### src/rtl/lcd_bus_rx_if.sv
// 8080-style write-only LCD bus: 8-bit data, register select, active-low write strobe.
interface lcd_bus_rx_if;
  logic [7:0] lcd_data;
  logic       lcd_rs;
  logic       lcd_wr;

  modport master (output lcd_data, output lcd_rs, output lcd_wr);
  modport slave  (input  lcd_data, input  lcd_rs, input  lcd_wr);
endinterface

### src/rtl/lcd_bus_rx.sv
// Display-controller emulator on the far end of the LCD bus: decodes commands/parameters,
// tracks the CASET/PASET window and assembles RAMWR byte pairs into x/y-tagged pixels.
module lcd_bus_rx #(
  parameter int unsigned COLS           = 240,
  parameter int unsigned ROWS           = 320,
  parameter bit          LOW_BYTE_FIRST = 1'b1
) (
  input  logic         clk,
  input  logic         rst,
  lcd_bus_rx_if.slave  bus,
  output logic         cmd_valid,
  output logic [7:0]   cmd_byte,
  output logic         param_valid,
  output logic [7:0]   param_byte,
  output logic [3:0]   param_idx,
  output logic         pixel_valid,
  output logic [15:0]  pixel_x,
  output logic [15:0]  pixel_y,
  output logic [15:0]  pixel_data,
  output logic         display_on,
  output logic         sleep_out,
  output logic         stray
);

  typedef enum logic [2:0] {NOCMD, CASET, PASET, RAMWR, OTHER} state_t;

  localparam logic [15:0] EC_RST = 16'(COLS - 1);
  localparam logic [15:0] EP_RST = 16'(ROWS - 1);

  localparam logic [7:0] OP_SWRESET = 8'h01;
  localparam logic [7:0] OP_SLPIN   = 8'h10;
  localparam logic [7:0] OP_SLPOUT  = 8'h11;
  localparam logic [7:0] OP_DISPOFF = 8'h28;
  localparam logic [7:0] OP_DISPON  = 8'h29;
  localparam logic [7:0] OP_CASET   = 8'h2A;
  localparam logic [7:0] OP_PASET   = 8'h2B;
  localparam logic [7:0] OP_RAMWR   = 8'h2C;
  localparam logic [7:0] OP_RAMWRC  = 8'h3C;

  // Input register plus one accepted-strobe stage; wr resets high so the first low after reset is an edge.
  logic [7:0] data_q, stb_data;
  logic       rs_q, wr_q, wr_q_d, stb, stb_rs;

  always_ff @(posedge clk or posedge rst) begin
    if (rst) begin
      data_q   <= '0;
      rs_q     <= 1'b0;
      wr_q     <= 1'b1;
      wr_q_d   <= 1'b1;
      stb      <= 1'b0;
      stb_rs   <= 1'b0;
      stb_data <= '0;
    end else begin
      data_q   <= bus.lcd_data;
      rs_q     <= bus.lcd_rs;
      wr_q     <= bus.lcd_wr;
      wr_q_d   <= wr_q;
      stb      <= !wr_q && wr_q_d;
      stb_rs   <= rs_q;
      stb_data <= data_q;
    end
  end

  state_t state_q, state_d;

  always_ff @(posedge clk or posedge rst) begin
    if (rst) state_q <= NOCMD;
    else     state_q <= state_d;
  end

  always_comb begin
    state_d = state_q;
    if (stb && !stb_rs) begin
      case (stb_data)
        OP_CASET:             state_d = CASET;
        OP_PASET:             state_d = PASET;
        OP_RAMWR, OP_RAMWRC:  state_d = RAMWR;
        OP_SWRESET:           state_d = NOCMD;
        default:              state_d = OTHER;
      endcase
    end
  end

  logic do_cmd, do_stray, do_param, do_byte0, do_pixel;
  logic phase;

  always_comb begin
    do_cmd   = stb && !stb_rs;
    do_stray = 1'b0;
    do_param = 1'b0;
    do_byte0 = 1'b0;
    do_pixel = 1'b0;
    if (stb && stb_rs) begin
      case (state_q)
        NOCMD:               do_stray = 1'b1;
        RAMWR:               begin do_byte0 = !phase; do_pixel = phase; end
        CASET, PASET, OTHER: do_param = 1'b1;
        default:             do_stray = 1'b0;
      endcase
    end
  end

  // Staged window (written by CASET/PASET) and active window (loaded at RAMWR).
  logic [15:0] sc_s, ec_s, sp_s, ep_s, sc, ec, sp, ep, x_ptr, y_ptr;
  logic [15:0] x_nxt, y_nxt, pix_word;
  logic [7:0]  first_byte;
  logic [3:0]  p_cnt;

  always_comb begin
    pix_word = LOW_BYTE_FIRST ? {stb_data, first_byte} : {first_byte, stb_data};
    x_nxt    = x_ptr + 16'd1;
    y_nxt    = y_ptr;
    if (x_ptr >= ec) begin
      x_nxt = sc;
      y_nxt = (y_ptr >= ep) ? sp : y_ptr + 16'd1;
    end
  end

  always_ff @(posedge clk or posedge rst) begin
    if (rst) begin
      cmd_valid <= 1'b0; param_valid <= 1'b0; pixel_valid <= 1'b0; stray <= 1'b0;
      cmd_byte <= '0; param_byte <= '0; param_idx <= '0; p_cnt <= '0;
      pixel_x <= '0; pixel_y <= '0; pixel_data <= '0;
      display_on <= 1'b0; sleep_out <= 1'b0;
      sc_s <= '0; ec_s <= EC_RST; sp_s <= '0; ep_s <= EP_RST;
      sc <= '0; ec <= EC_RST; sp <= '0; ep <= EP_RST;
      x_ptr <= '0; y_ptr <= '0; phase <= 1'b0; first_byte <= '0;
    end else begin
      cmd_valid   <= do_cmd;
      param_valid <= do_param;
      pixel_valid <= do_pixel;
      stray       <= do_stray;
      if (do_cmd) begin
        cmd_byte  <= stb_data;
        param_idx <= '0;
        p_cnt     <= '0;
        phase     <= 1'b0;
        case (stb_data)
          OP_RAMWR: begin
            sc <= sc_s; ec <= ec_s; sp <= sp_s; ep <= ep_s;
            x_ptr <= sc_s; y_ptr <= sp_s;
          end
          OP_SWRESET: begin
            sc_s <= '0; ec_s <= EC_RST; sp_s <= '0; ep_s <= EP_RST;
            sc <= '0; ec <= EC_RST; sp <= '0; ep <= EP_RST;
            x_ptr <= '0; y_ptr <= '0;
            display_on <= 1'b0; sleep_out <= 1'b0;
          end
          OP_SLPOUT:  sleep_out  <= 1'b1;
          OP_SLPIN:   sleep_out  <= 1'b0;
          OP_DISPON:  display_on <= 1'b1;
          OP_DISPOFF: display_on <= 1'b0;
          default: ;
        endcase
      end
      if (do_param) begin
        param_byte <= stb_data;
        param_idx  <= p_cnt;
        if (p_cnt != 4'hF) p_cnt <= p_cnt + 4'd1;
        if (p_cnt < 4'd4) begin
          if (state_q == CASET) begin
            case (p_cnt[1:0])
              2'd0: sc_s[15:8] <= stb_data;
              2'd1: sc_s[7:0]  <= stb_data;
              2'd2: ec_s[15:8] <= stb_data;
              default: ec_s[7:0] <= stb_data;
            endcase
          end else if (state_q == PASET) begin
            case (p_cnt[1:0])
              2'd0: sp_s[15:8] <= stb_data;
              2'd1: sp_s[7:0]  <= stb_data;
              2'd2: ep_s[15:8] <= stb_data;
              default: ep_s[7:0] <= stb_data;
            endcase
          end
        end
      end
      if (do_byte0) begin
        first_byte <= stb_data;
        phase      <= 1'b1;
      end
      if (do_pixel) begin
        pixel_data <= pix_word;
        pixel_x    <= x_ptr;
        pixel_y    <= y_ptr;
        x_ptr      <= x_nxt;
        y_ptr      <= y_nxt;
        phase      <= 1'b0;
      end
    end
  end

endmodule

### src/flat_wrapper.sv
// flat-port wrapper written by rule: the top's interface ports become plain ports
module lcd_bus_rx_flat 
#(
  parameter int unsigned COLS           = 240,
  parameter int unsigned ROWS           = 320,
  parameter bit          LOW_BYTE_FIRST = 1'b1
)
  (clk, rst, cmd_valid, cmd_byte, param_valid, param_byte, param_idx, pixel_valid, pixel_x, pixel_y, pixel_data, display_on, sleep_out, stray, bus_lcd_data, bus_lcd_rs, bus_lcd_wr);
  lcd_bus_rx_if bus_i ();
  input  logic clk;
  input  logic rst;
  output logic cmd_valid;
  output logic [7:0] cmd_byte;
  output logic param_valid;
  output logic [7:0] param_byte;
  output logic [3:0] param_idx;
  output logic pixel_valid;
  output logic [15:0] pixel_x;
  output logic [15:0] pixel_y;
  output logic [15:0] pixel_data;
  output logic display_on;
  output logic sleep_out;
  output logic stray;
  input wire logic [$bits(bus_i.lcd_data)-1:0] bus_lcd_data;
  input wire logic [$bits(bus_i.lcd_rs)-1:0] bus_lcd_rs;
  input wire logic [$bits(bus_i.lcd_wr)-1:0] bus_lcd_wr;
  assign bus_i.lcd_data = bus_lcd_data;
  assign bus_i.lcd_rs = bus_lcd_rs;
  assign bus_i.lcd_wr = bus_lcd_wr;
  lcd_bus_rx #(.COLS(COLS), .ROWS(ROWS), .LOW_BYTE_FIRST(LOW_BYTE_FIRST)) u_core (.clk(clk), .rst(rst), .bus(bus_i), .cmd_valid(cmd_valid), .cmd_byte(cmd_byte), .param_valid(param_valid), .param_byte(param_byte), .param_idx(param_idx), .pixel_valid(pixel_valid), .pixel_x(pixel_x), .pixel_y(pixel_y), .pixel_data(pixel_data), .display_on(display_on), .sleep_out(sleep_out), .stray(stray));
endmodule
### config.mk
export PLATFORM = sky130hd
export DESIGN_NAME = lcd_bus_rx_flat
export DESIGN_NICKNAME = d
export VERILOG_FILES = /design/src/rtl/lcd_bus_rx_if.sv /design/src/rtl/lcd_bus_rx.sv /design/src/flat_wrapper.sv
export SDC_FILE = /design/constraint.sdc
export NUM_CORES = 1
export LEC_CHECK = 0
export ABC_AREA = 1
export BUFFER_PORTS_ARGS = -buffer_cell sky130_fd_sc_hd__buf_2
export CAP_MARGIN = 25
export CELL_PAD_IN_SITES_DETAIL_PLACEMENT = 0
export CELL_PAD_IN_SITES_GLOBAL_PLACEMENT = 1
export CORE_UTILIZATION = 47
export CTS_CLUSTER_SIZE = 20
export DETAILED_ROUTE_END_ITERATION = 10
export PLACE_DENSITY_LB_ADDON = 0.1
export SYNTH_ARGS = -nofsm -noshare
export SYNTH_HDL_FRONTEND = slang
export SYNTH_SLANG_ARGS = --single-unit
### constraint.sdc
create_clock -name clk -period 10.59 [get_ports clk]
set_input_delay 1.5885 -clock clk [delete_from_list [all_inputs] [get_ports clk]]
set_output_delay 1.5885 -clock clk [all_outputs]
set_load 0.1 [all_outputs]
Word level (Yosys, flattened, before mapping)
Index checks and enable logic that the tools add are counted.
{"block": "totals", "n_memories": 0, "latch_bits": 0, "inputBits": 12, "out_inout_bits": 74, "word_cells": 141, "ff_bits": 271, "mem_bits_rw": 0, "mem_bits_ro": 0}
{"block": "op_classes", "n_div": 0, "mul": 0, "eq_ne": 17, "n_bitwise": 0, "n_shift": 0, "n_lt_le_gt_ge": 3, "reduce_logical": 25, "addsub": 3, "n_mux": 60}
{"cell": "$mux 16", "count": 29}
{"cell": "$pmux 16 s2", "count": 4}
{"cell": "$mux 8", "count": 8}
{"cell": "$eq 8x6->1 const B", "count": 6}
{"cell": "$add 16x1->16 const B", "count": 2}
{"cell": "$ge 16x16->1", "count": 2}
{"cell": "$mux 4", "count": 5}
{"cell": "$eq 8x5->1 const B", "count": 2}
{"cell": "$pmux 3 s4", "count": 1}
{"cell": "$mux 1", "count": 11}
{"cell": "$reduce_bool 2->1", "count": 5}
{"cell": "$eq 8x1->1 const B", "count": 1}
{"cell": "$reduce_and 2->1", "count": 4}
{"cell": "$eq 3x2->1 const B", "count": 2}
{"cell": "$reduce_bool 3->1", "count": 2}
{"cell": "$reduce_or 2->1", "count": 3}
{"cell": "$reduce_or 3->1", "count": 2}
{"cell": "$add 4x1->4 const B", "count": 1}
{"cell": "$lt 4x3->1 const B", "count": 1}
{"cell": "$ne 4x4->1 const B", "count": 1}
{"cell": "$pmux 1 s2", "count": 2}
{"cell": "$eq 3x1->1 const B", "count": 1}
{"cell": "$eq 3x3->1 const B", "count": 1}
{"cell": "$logic_and 1x1->1", "count": 3}
{"cell": "7 further kinds", "count": 9}

Depth between registers and ports, before layout
Gate-level depths: netlist (run 1).
{"block": "depth", "word_depth": 8, "ltp_mapped": 16, "ltp_nobuf": 15}

Worst setup path before layout (run 1)
Ideal clock, no wire load.
{"block": "synth_path", "path_type": "register to output", "from": "register u_core.param_idx[0]", "to": "output port param_idx[0]", "path_slack_ns": 8.103, "required_ns": 9.002, "t_arrival_ns": 0.898, "n_path_buf": 0, "path_stages_with_launch": 1, "path_cell_list": "dfrtp_1"}
{"item": "start: declaration", "line": "lcd_bus_rx.sv:15", "source": "output logic [3:0] param_idx,"}
{"item": "start signal: assignment", "line": "lcd_bus_rx.sv:158", "source": "param_idx <= p_cnt;"}
{"item": "end: declaration", "line": "flat_wrapper.sv:16", "source": "output logic [3:0] param_idx;"}
No word-level cell between the ends.

==> impl_metrics.yaml, run 1 <==
outcome:
  status: "complete, but fails checks"
  violations: "DRC"
worst_setup_path:
  worst-path-buf-inv: 5
  cp_data_arrival_time_ps: 4070
  cp_slowest_cell: "buf_4"
  path_max_fanout: 131
  cp_num_cells: 5
  reg2reg_slack_ps: 7350
  r2r_start: "u_core.stb_rs"
  slowest_delay_ps: 770
  crit_path_start: "rst"
  cp.required_ps: 11150
  cpMostUsedCell: "buf_4"
  cp-end-kind: "asynchronous set/reset pin"
  endpoint: "u_core.pixel_y[6]"
  cp_top_family: "buffers and inverters"
  reg2reg_depth: 10
  crit_chain: "buf_2, inv_8, buf_16, buf_4, buf_4"
  critPathLaunchType: "input pin"
  path_class: "input pin to asynchronous set/reset pin"
  r2r_end: "u_core.y_ptr[13]"
floorplan:
  coreArea_mm2: 0.0261
  die_area_mm2: 0.0274
  ios: 86
  die_w_um: 166
  start_util_pct: 48.2
  placementRows: 59
  die_y_um: 166
drt:
  drtIter0Drc: 672
  num_vias: 9729
  drc_errors: 8
  dr.pass1.iters: 8
  drtAntennaViolNets: 0
  wl_per_cell_um: 17.5
  wl_um: 32000
  viasPerCell: 5.30
logic_synthesis:
  synth_warnings: 0
  postSynthCellCount: 1419
  synth.cell_area_mm2: 0.0126
  syn-num-nets: 1469
  async_flop_share_pct: 100
  synth.yosys.seq_area_share_pct: 54.2
  synth-seq-cells: 271
  synth_edf_count: 0
  synthDistinctLibCells: 51
  syn_area_per_cell_um2: 8.87
  ys.flop_type: "dfrtp_1"
placed_design:
  place_hpwl_um: 21500
  portBuffers: 85
  gp_congestion: 0.859
  dp_slack_ps: 6290
finish:
  nNetsFinal: 1527
  utilization_pct: 54.3
  syn2layout_area_growth_pct: 12.7
  nFillCells: 2541
  drive_above_1_share_pct: 15.3
  n_antenna_cell: 0
run:
  cap_violations: 0
global_routing:
  grt_pass1_wl_um: 52700
  grt_use_met3_pct: 3.42
  use_met1_pct: 35.9
  busiest_layer: "met2"
  antenna_found_initial: 0
  grt_max_degree: 139
  grt_pass1_vias: 9417
  grt_overflow_total: 0
  grtUsageTotal_pct: 24.1
  grt_util_met2_pct: 37.3
pwr:
  power_mw: 2.76
  p_leak_nw: 6.91
  power_density_mw_per_mm2: 194
  ir_worst_vdd_uv: 242
clock_network:
  cts_resized: 0
  cts_setup_buffers: 0
  cts-buffers-inserted: 29
  cts_root_buf: "clkbuf_16"
  clockBufferDepth: 3
  h-tree-depth: 1
  tritoncts: "built"
  clkSlewWorstSetupHoldPaths_ps: 60
  ctsHoldBuffers: 0
  clk_latency_ps: 550
  cts.sinks: 271
timing:
  finClkSkew_ps: 10.5
  setup_tns_ps: 0
  post-route-period-util_pct: 33.1
  setup_viol: 0
  worstMarginPinSlew_ps: 864
  final_max_slew_viol_count: 0
  hold_violations: 0
  slew_headroom_pct: 42.4
  rsz0062_at_grt: "false"
  final.min_clock_period_ps: 3510
  whs_ps: 348
  fmax_ghz: 0.285
  fin_ws_ps: 7080
hold_path:
  holdCritPathClass: "flop to flop"
==> worst min-delay path by stage <==
stage                startpoint                  to  slack, ps  cells past startpoint
2_1_floorplan  u_core.data_q[0]  u_core.stb_data[0]        330                      0
3_3_place_gp   u_core.data_q[3]  u_core.stb_data[3]        340                      0
3_5_place_dp   u_core.data_q[3]  u_core.stb_data[3]        340                      0
4_1_cts        u_core.data_q[3]  u_core.stb_data[3]        350                      0
5_1_grt        u_core.data_q[0]  u_core.stb_data[0]        360                      0
6_report       u_core.data_q[3]  u_core.stb_data[3]        350                      0
==> synthesized netlist by cell type (3+ instances only) <==
cell type	n	share of area, %
nand2_1	354	11
dfrtp_1	241	48
inv_1	128	3.8
nand3_1	124	4.9
o21ai_0	87	3.5
nor2_1	84	2.5
o21ai_1	81	3.2
a21oi_1	48	1.9
ha_1	38	3.8
dfstp_2	30	6.3
buf_2	29	1.2
clkbuf_1	21	0.63
xor2_1	17	1.2
nand4_1	16	0.80
inv_2	13	0.39
nor3_1	11	0.44
nand2_2	8	0.40
a22oi_1	7	0.42
buf_1	7	0.21
o22ai_1	7	0.35
buf_4	5	0.30
o21a_1	5	0.30
xnor2_1	5	0.35
nand3_2	4	0.32
nand3_4	4	0.56
nor2_2	4	0.20
nor2_4	4	0.36
a31oi_1	3	0.15
buf_6	3	0.27
nand4_4	3	0.51
o211ai_2	3	0.30
==> power breakdown <==
group	total (mW)	leakage [nW]	internal, mW	switching, mW
Sequential	1.17	3.58	1.11	0.0624
Combinational	0.554	2.86	0.114	0.440
Clock	1.03	0.473	0.605	0.423
Total	2.76	6.91	1.83	0.925
==> routing by layer <==
layer  routed length [µm]  vias to the layer above
met2                13900                      241
met1                15500                     4660
li1                     -                     4783
met3                 1880                       45
met5                    0                        -
met4                  714                        0
==> registers in the layout (all words and copies together), names as in the netlist, 16 cells and up <==
signal / flops
u_core.y_ptr: 16
u_core.sc_s: 16
u_core.pixel_x: 16
u_core.ep: 16
u_core.ec: 16
u_core.sp: 16
u_core.ep_s: 16
u_core.sp_s: 16
u_core.sc: 16
u_core.pixel_y: 16
u_core.ec_s: 16
u_core.x_ptr: 16
u_core.pixel_data: 16
==> stage by stage <==
| step | instances | instance area (µm²) |
|---|---|---|
| global placement | 1779 | 13200 |
| finish | 1835 | 14200 |
| global route | 1835 | 14200 |
| detailed placement | 1779 | 13200 |
| CTS | 1833 | 14100 |
| floorplan | 1419 | 12600 |
==> logic make-up (layout without fill, tap and decap cells) <==
kind of cell	Yosys count	count (layout)	synth area share (%)
AOI/OAI and AO/OA	255	255	11.1
DFF	271	271	54.2
buffers and inverters	207	288	6.81
xor gates and xnor gates	22	22	1.53
and+or+nand+nor	626	626	22.6
adders and majority gates	38	38	3.78
==> layout make-up <==
class | count | area, µm² | area share [%]
clock buffers | 36 | 792 | 5.59
clock inverters | 18 | 185 | 1.31
inverters | 142 | 544 | 3.84
multi-input cells | 941 | 4910 | 34.6
flip-flops and latches | 271 | 6820 | 48.1
well taps | 335 | 419 | 2.96
repair buffers | 92 | 510 | 3.60
==> worst register-to-register path, stage by stage, from the launching register on <==
cell	delay, ps
dfrtp_1	390
nand2_2	110
inv_2	80
nand4_2	130
nor2_4	100
buf_4	580
clkinv_2	700
buf_4	550
o21ai_0	330
nand3_1	130
nand2_1	80
==> cell usage in the layout (no fill, tap or decap), types with 8 or more instances in the layout <==
cell         n
nand4_1     16
buf_2       85
o21ai_1     81
clkinv_2     9
dfstp_2     30
dfrtp_1    241
nand3_1    124
a21oi_1     48
inv_2       12
o21ai_0     87
inv_1      127
nor2_1      84
nand2_2      8
ha_1        38
nor3_1      11
xor2_1      17
clkbuf_16   29
nand2_1    354
No activity file was read; power rests on OpenSTA's default activity.
==> inputs of run 2 (changes only) <==
--- a/config.mk
+++ b/config.mk
@@ -5,12 +5,12 @@
 export SDC_FILE = /design/constraint.sdc
 export NUM_CORES = 1
 export LEC_CHECK = 0
-export ABC_AREA = 1
+export ABC_AREA = 0
 export BUFFER_PORTS_ARGS = -buffer_cell sky130_fd_sc_hd__buf_2
 export CAP_MARGIN = 25
 export CELL_PAD_IN_SITES_DETAIL_PLACEMENT = 0
 export CELL_PAD_IN_SITES_GLOBAL_PLACEMENT = 1
-export CORE_UTILIZATION = 47
+export CORE_UTILIZATION = 43
 export CTS_CLUSTER_SIZE = 20
 export DETAILED_ROUTE_END_ITERATION = 10
 export PLACE_DENSITY_LB_ADDON = 0.1
==> constraint.sdc (replaced) <==
create_clock -name clk -period 3.2 [get_ports clk]
set_input_delay 0.48 -clock clk [delete_from_list [all_inputs] [get_ports clk]]
set_output_delay 0.48 -clock clk [all_outputs]
set_load 0.1 [all_outputs]
==> run 2 against run 1 <==
Against the previous run:
- the run now ends clean
- critical path type is now flop to flop
- clock power grew to 3.1 times the previous value
- combinational power is 40% higher
- non-clock buffer count is 26 higher
- critical path depth is 2 higher
- highest routed layer unchanged
- final cell count is 13% lower
- sequential power grew to 3.1 times the previous value
- core utilization is 4.0 points lower
- largest power group unchanged
- design area is 4.4% lower
==> impl_metrics.yaml, run 2 <==
clock_network:
  clkSlewWorstSetupHoldPaths_ps: 60
  tritoncts: "built"
  clk_latency_ps: 550
  cts.sinks: 271
  clockBufferDepth: 3
  cts-buffers-inserted: 29
  cts_resized: 0
  cts_root_buf: "clkbuf_16"
  h-tree-depth: 1
logic_synthesis:
  postSynthCellCount: 1163
  syn_area_per_cell_um2: 10.1
  synth-seq-cells: 271
  synthDistinctLibCells: 59
  synth_warnings: 0
  synth.largest_area_cell: "dfrtp_1"
  yosysMostFrequentCell: "nand2_1"
  ys.flop_type: "dfrtp_1"
  syn-num-nets: 1213
  yosys-top-cells-count: "nand2_1 (263), dfrtp_1 (241), nor2_1 (67)"
  synth_edf_count: 0
  synth_area_leaders: "dfrtp_1 (51%), nand2_1 (8.4%), dfstp_2 (6.7%)"
  async_flop_share_pct: 100
  synth_top_area_share_pct: 51.2
  synth.cell_area_mm2: 0.0118
  synth.yosys.seq_area_share_pct: 57.8
pwr:
  power_density_mw_per_mm2: 563
  p_leak_nw: 6.56
  ir_worst_vdd_uv: 491
  power_mw: 7.63
timing:
  finClkSkew_ps: 17.7
  whs_ps: 25.8
  hold_violations: 0
  worstMarginPinSlew_ps: 964
  setup_tns_ps: 0
  slew_headroom_pct: 35.6
  final.min_clock_period_ps: 2830
  post-route-period-util_pct: 88.4
  final_max_slew_viol_count: 0
  fmax_ghz: 0.353
  rsz0062_at_grt: "false"
  setup_viol: 0
  fin_ws_ps: 370
worst_setup_path:
  critPathLaunchType: "flop"
  cp.required_ps: 3610
  path_class: "flop to flop"
  cp_data_arrival_time_ps: 3240
  path_max_fanout: 32
  cp-end-kind: "flop"
outcome:
  status: "complete, no violations"
global_routing:
  grt_pass1_wl_um: 50300
  antenna_found_initial: 0
  grt_overflow_total: 0
  grtUsageTotal_pct: 22.7
  grt_pass1_vias: 8521
  grt_max_degree: 93
placed_design:
  dp_slack_ps: 379
  placed_area_mm2: 0.0126
  gp_congestion: 0.843
  place_hpwl_um: 20000
  portBuffers: 85
  dp.cells: 1552
floorplan:
  die_area_mm2: 0.0281
  placementRows: 60
  ios: 86
  die_y_um: 168
  start_util_pct: 43.7
  coreArea_mm2: 0.0270
  die_w_um: 168
drt:
  wl_per_cell_um: 19.2
  viasPerCell: 5.42
  dr.pass1.iters: 5
  num_vias: 8701
  wl_um: 30800
  drtAntennaViolNets: 0
  drtIter0Drc: 795
  drc_errors: 0
finish:
  syn2layout_area_growth_pct: 14.9
  final_common_cell: "nand2_1"
  finish.instance_area_mm2: 0.0135
  finalNonFillerCells: 1605
  nNetsFinal: 1293
  utilization_pct: 50.3
  n_antenna_cell: 0
  drive_above_1_share_pct: 16.9
  most-common-layout-cells: "nand2_1 (263), dfrtp_1 (241), buf_2 (85), nor2_1 (66), o21ai_0 (66)"
hold_path:
  holdCritPathClass: "input pin to flop"
run:
  cap_violations: 0
[run 2: cell types whose count changed in the layout (fill, tap and decap cells not counted), sizes merged, moves of 16 or more]
cell,change
nand2,-100
nand3,-96
inv,-92
o21ai,-89
a22o,+62
nor2,-26
buf,+25
a221oi,+16
[run 2: final cells by class]
class                           instances  area [µm²]
Fill cell                            2518       13400
Sequential cell                       271        6820
Multi-Input combinational cell        771        4480
Clock buffer                           42         825
Timing Repair Buffer                  118         713
Tap cell                              341         427
Inverter                               52         199
Clock inverter                         10        81.3
[run 2: per-layer routing]
layer	vias up	wire [µm]	GRT usage (%)
met2	265	12400	32.5
met4	0	510	5.03
met5	-	0	0
met3	39	2000	3.19
met1	4184	15900	36.1
li1	4213	-	-
[run 2: power by group]
part	switching [mW]	total [mW]	internal [mW]
clock network	1.38	3.23	1.86
registers	0.0765	3.62	3.54
logic	0.641	0.777	0.136
total	2.09	7.63	5.53
[run 2: cell families after synthesis]
family / synth area share, %
simple gates: 15.8
xor+xnor: 1.34
flops: 57.8
buf+inv: 4.19
mux: 1.18
compound gates: 15.6
fa+ha+maj: 4.03
[run 2: what timing repair did]
action	CTS	global route
endpoints found under the hold margin	10	0
setup buffers	0	0
hold buffers	1	0
[run 2: path summary, 6_finish.rpt]
check	endpoint	start	cells after the start	slack, ps
hold / removal	u_core.wr_q	bus_lcd_wr	1	30
max in group asynchronous	u_core.sc_s[2]	rst	4	1730
hold reg to reg	u_core.stb_data[0]	u_core.data_q[0]	0	350
setup / recovery	u_core.y_ptr[9]	u_core.stb_data[4]	7	370
min in group asynchronous	u_core.sp_s[5]	rst	3	480
setup reg to reg	u_core.y_ptr[9]	u_core.stb_data[4]	7	370
[run 2: worst max-delay path, cell delays in order, from the launching register on]
cell and delay (ps):
dfrtp_1 510, or3_1 570, or4_4 760, nand2_4 300, o22ai_4 130, buf_12 200, a21oi_1 130, o22ai_1 90
==> inputs of run 3 (changes only) <==
==> constraint.sdc (replaced) <==
create_clock -name clk -period 3.2 [get_ports clk]
set_input_delay 0.16 -clock clk [delete_from_list [all_inputs] [get_ports clk]]
set_output_delay 0.16 -clock clk [all_outputs]
set_load 0.1 [all_outputs]
==> run 3 against run 2 <==
Against the previous run:
- flip-flop and latch count is the same
- die area is the same
- via count grew 0.80%
- clock skew shrank 1.6 ps
- register-to-register slack lost 60 ps
- global-route usage grew 0.35 points
- power grew 1.7%
- wire length grew 1.2%
- first-iteration DRC count shrank 14%
- critical path depth grew 2
- sequential share of layout area shrank 0.80 points
- sequential power is essentially flat
==> impl_metrics.yaml, run 3 (synthesis results as in run 2) <==
outcome:
  status: "complete, no violations"
placed_design:
  placed_area_mm2: 0.0127
  portBuffers: 85
  gp_congestion: 0.836
  place_hpwl_um: 20300
worst_setup_path:
  path_max_fanout: 15
  cp_data_arrival_time_ps: 3320
  cp.required_ps: 3630
  cp-end-kind: "flop"
  reg2reg_depth: 9
  critPathLaunchType: "flop"
  path_class: "flop to flop"
clock_network:
  cts_root_buf: "clkbuf_16"
  clockBufferDepth: 3
  h-tree-depth: 1
  clkSlewWorstSetupHoldPaths_ps: 60
  cts-buffers-inserted: 30
  clk_latency_ps: 550
  cts_resized: 0
  cts.sinks: 271
  tritoncts: "built"
global_routing:
  grtUsageTotal_pct: 23.1
  grt_pass1_vias: 8634
  grt_pass1_wl_um: 50700
  grt_max_degree: 73
  antenna_found_initial: 0
  grt_overflow_total: 0
drt:
  wl_per_cell_um: 19.2
  wl_met2_um: 12900
  viasPerCell: 5.41
  drtAntennaViolNets: 0
  wl_um: 31200
  top_layer: "met4"
  drtIter0Drc: 681
  drc_errors: 0
  dr_wl_met3_um: 1670
  dr.pass1.iters: 8
  wirelength_met1_um: 16000
  num_vias: 8771
finish:
  utilization_pct: 51.1
  final_common_cell: "nand2_1"
  n_antenna_cell: 0
  drive_above_1_share_pct: 17.3
  finish.instance_area_mm2: 0.0138
  nNetsFinal: 1307
  nFillCells: 2497
  syn2layout_area_growth_pct: 16.8
  most-common-layout-cells: "nand2_1 (263), dfrtp_1 (241), buf_2 (85), nor2_1 (66), o21ai_0 (66)"
timing:
  finClkSkew_ps: 16.1
  setup_viol: 0
  slew_headroom_pct: 41.5
  setup_tns_ps: 0
  fmax_ghz: 0.347
  rsz0062_at_grt: "false"
  worstMarginPinSlew_ps: 877
  hold_violations: 0
  whs_ps: 241
  final_max_slew_viol_count: 0
  post-route-period-util_pct: 90.2
  final.min_clock_period_ps: 2890
run:
  cap_violations: 0
floorplan:
  coreArea_mm2: 0.0270
  die_area_mm2: 0.0281
  die_w_um: 168
  ios: 86
  start_util_pct: 43.7
  placementRows: 60
  die_y_um: 168
pwr:
  p_leak_nw: 6.67
  ir_worst_vdd_uv: 422
  power_mw: 7.75
  power_density_mw_per_mm2: 563
hold_path:
  min_path_cells: 2
  holdCritPathClass: "input pin to flop"
-- run 3: what timing repair did --
action                                 4_1_cts  5_1_grt
setup buffers                                0        0
endpoints found under the hold margin       32        0
hold buffers                                11        0
-- run 3: per-stage QoR --
| step | worst slack [ps] | instances |
|---|---|---|
| after floorplan | -517 | 1163 |
| after global placement | 430 | 1554 |
| after detailed placement | 339 | 1554 |
| after CTS | 317 | 1621 |
| after global routing | 74.8 | 1622 |
| final | 315 | 1622 |
-- run 3: cell type report --
class | count | area [µm²] | area share, %
clock inverters | 10 | 52.6 | 0.382
repair buffers | 131 | 873 | 6.34
well taps | 341 | 427 | 3.10
multi-input cells | 771 | 4480 | 32.6
clock buffers | 46 | 912 | 6.63
flip-flops and latches | 271 | 6820 | 49.5
inverters | 52 | 199 | 1.45
-- run 3: worst paths after layout --
check	startpoint	endpoint	slack, ps
max in group asynchronous	rst	u_core.ec[1]	2050
min in group asynchronous	rst	u_core.sp[6]	300
max	u_core.ep[1]	u_core.y_ptr[12]	310
max reg2reg	u_core.ep[1]	u_core.y_ptr[12]	310
min reg2reg	u_core.data_q[0]	u_core.stb_data[0]	350
min	bus_lcd_data[5]	u_core.data_q[5]	240
-- run 3: metal layers --
metal	global-route usage [%]	vias up
met3	3.31	41
met4	5.58	0
li1	-	4225
met1	36.2	4262
met2	33.3	243
met5	0	-
-- run 3: power breakdown --
part / switching (mW) / total (mW) / leakage (nW) / internal, mW
combinational: 0.643 / 0.791 / 2.58 / 0.148
clock: 1.40 / 3.35 / 0.483 / 1.95
sequential: 0.0761 / 3.62 / 3.60 / 3.54
-- run 3: worst max-delay path: stages (launching register included) --
cell and delay [ps]:
dfstp_2 520, inv_1 50, ha_1 260, o21ai_0 150
a21oi_1 60, o311ai_0 550, nand2_1 180, a21o_1 420
a222oi_1 450, o22ai_1 120
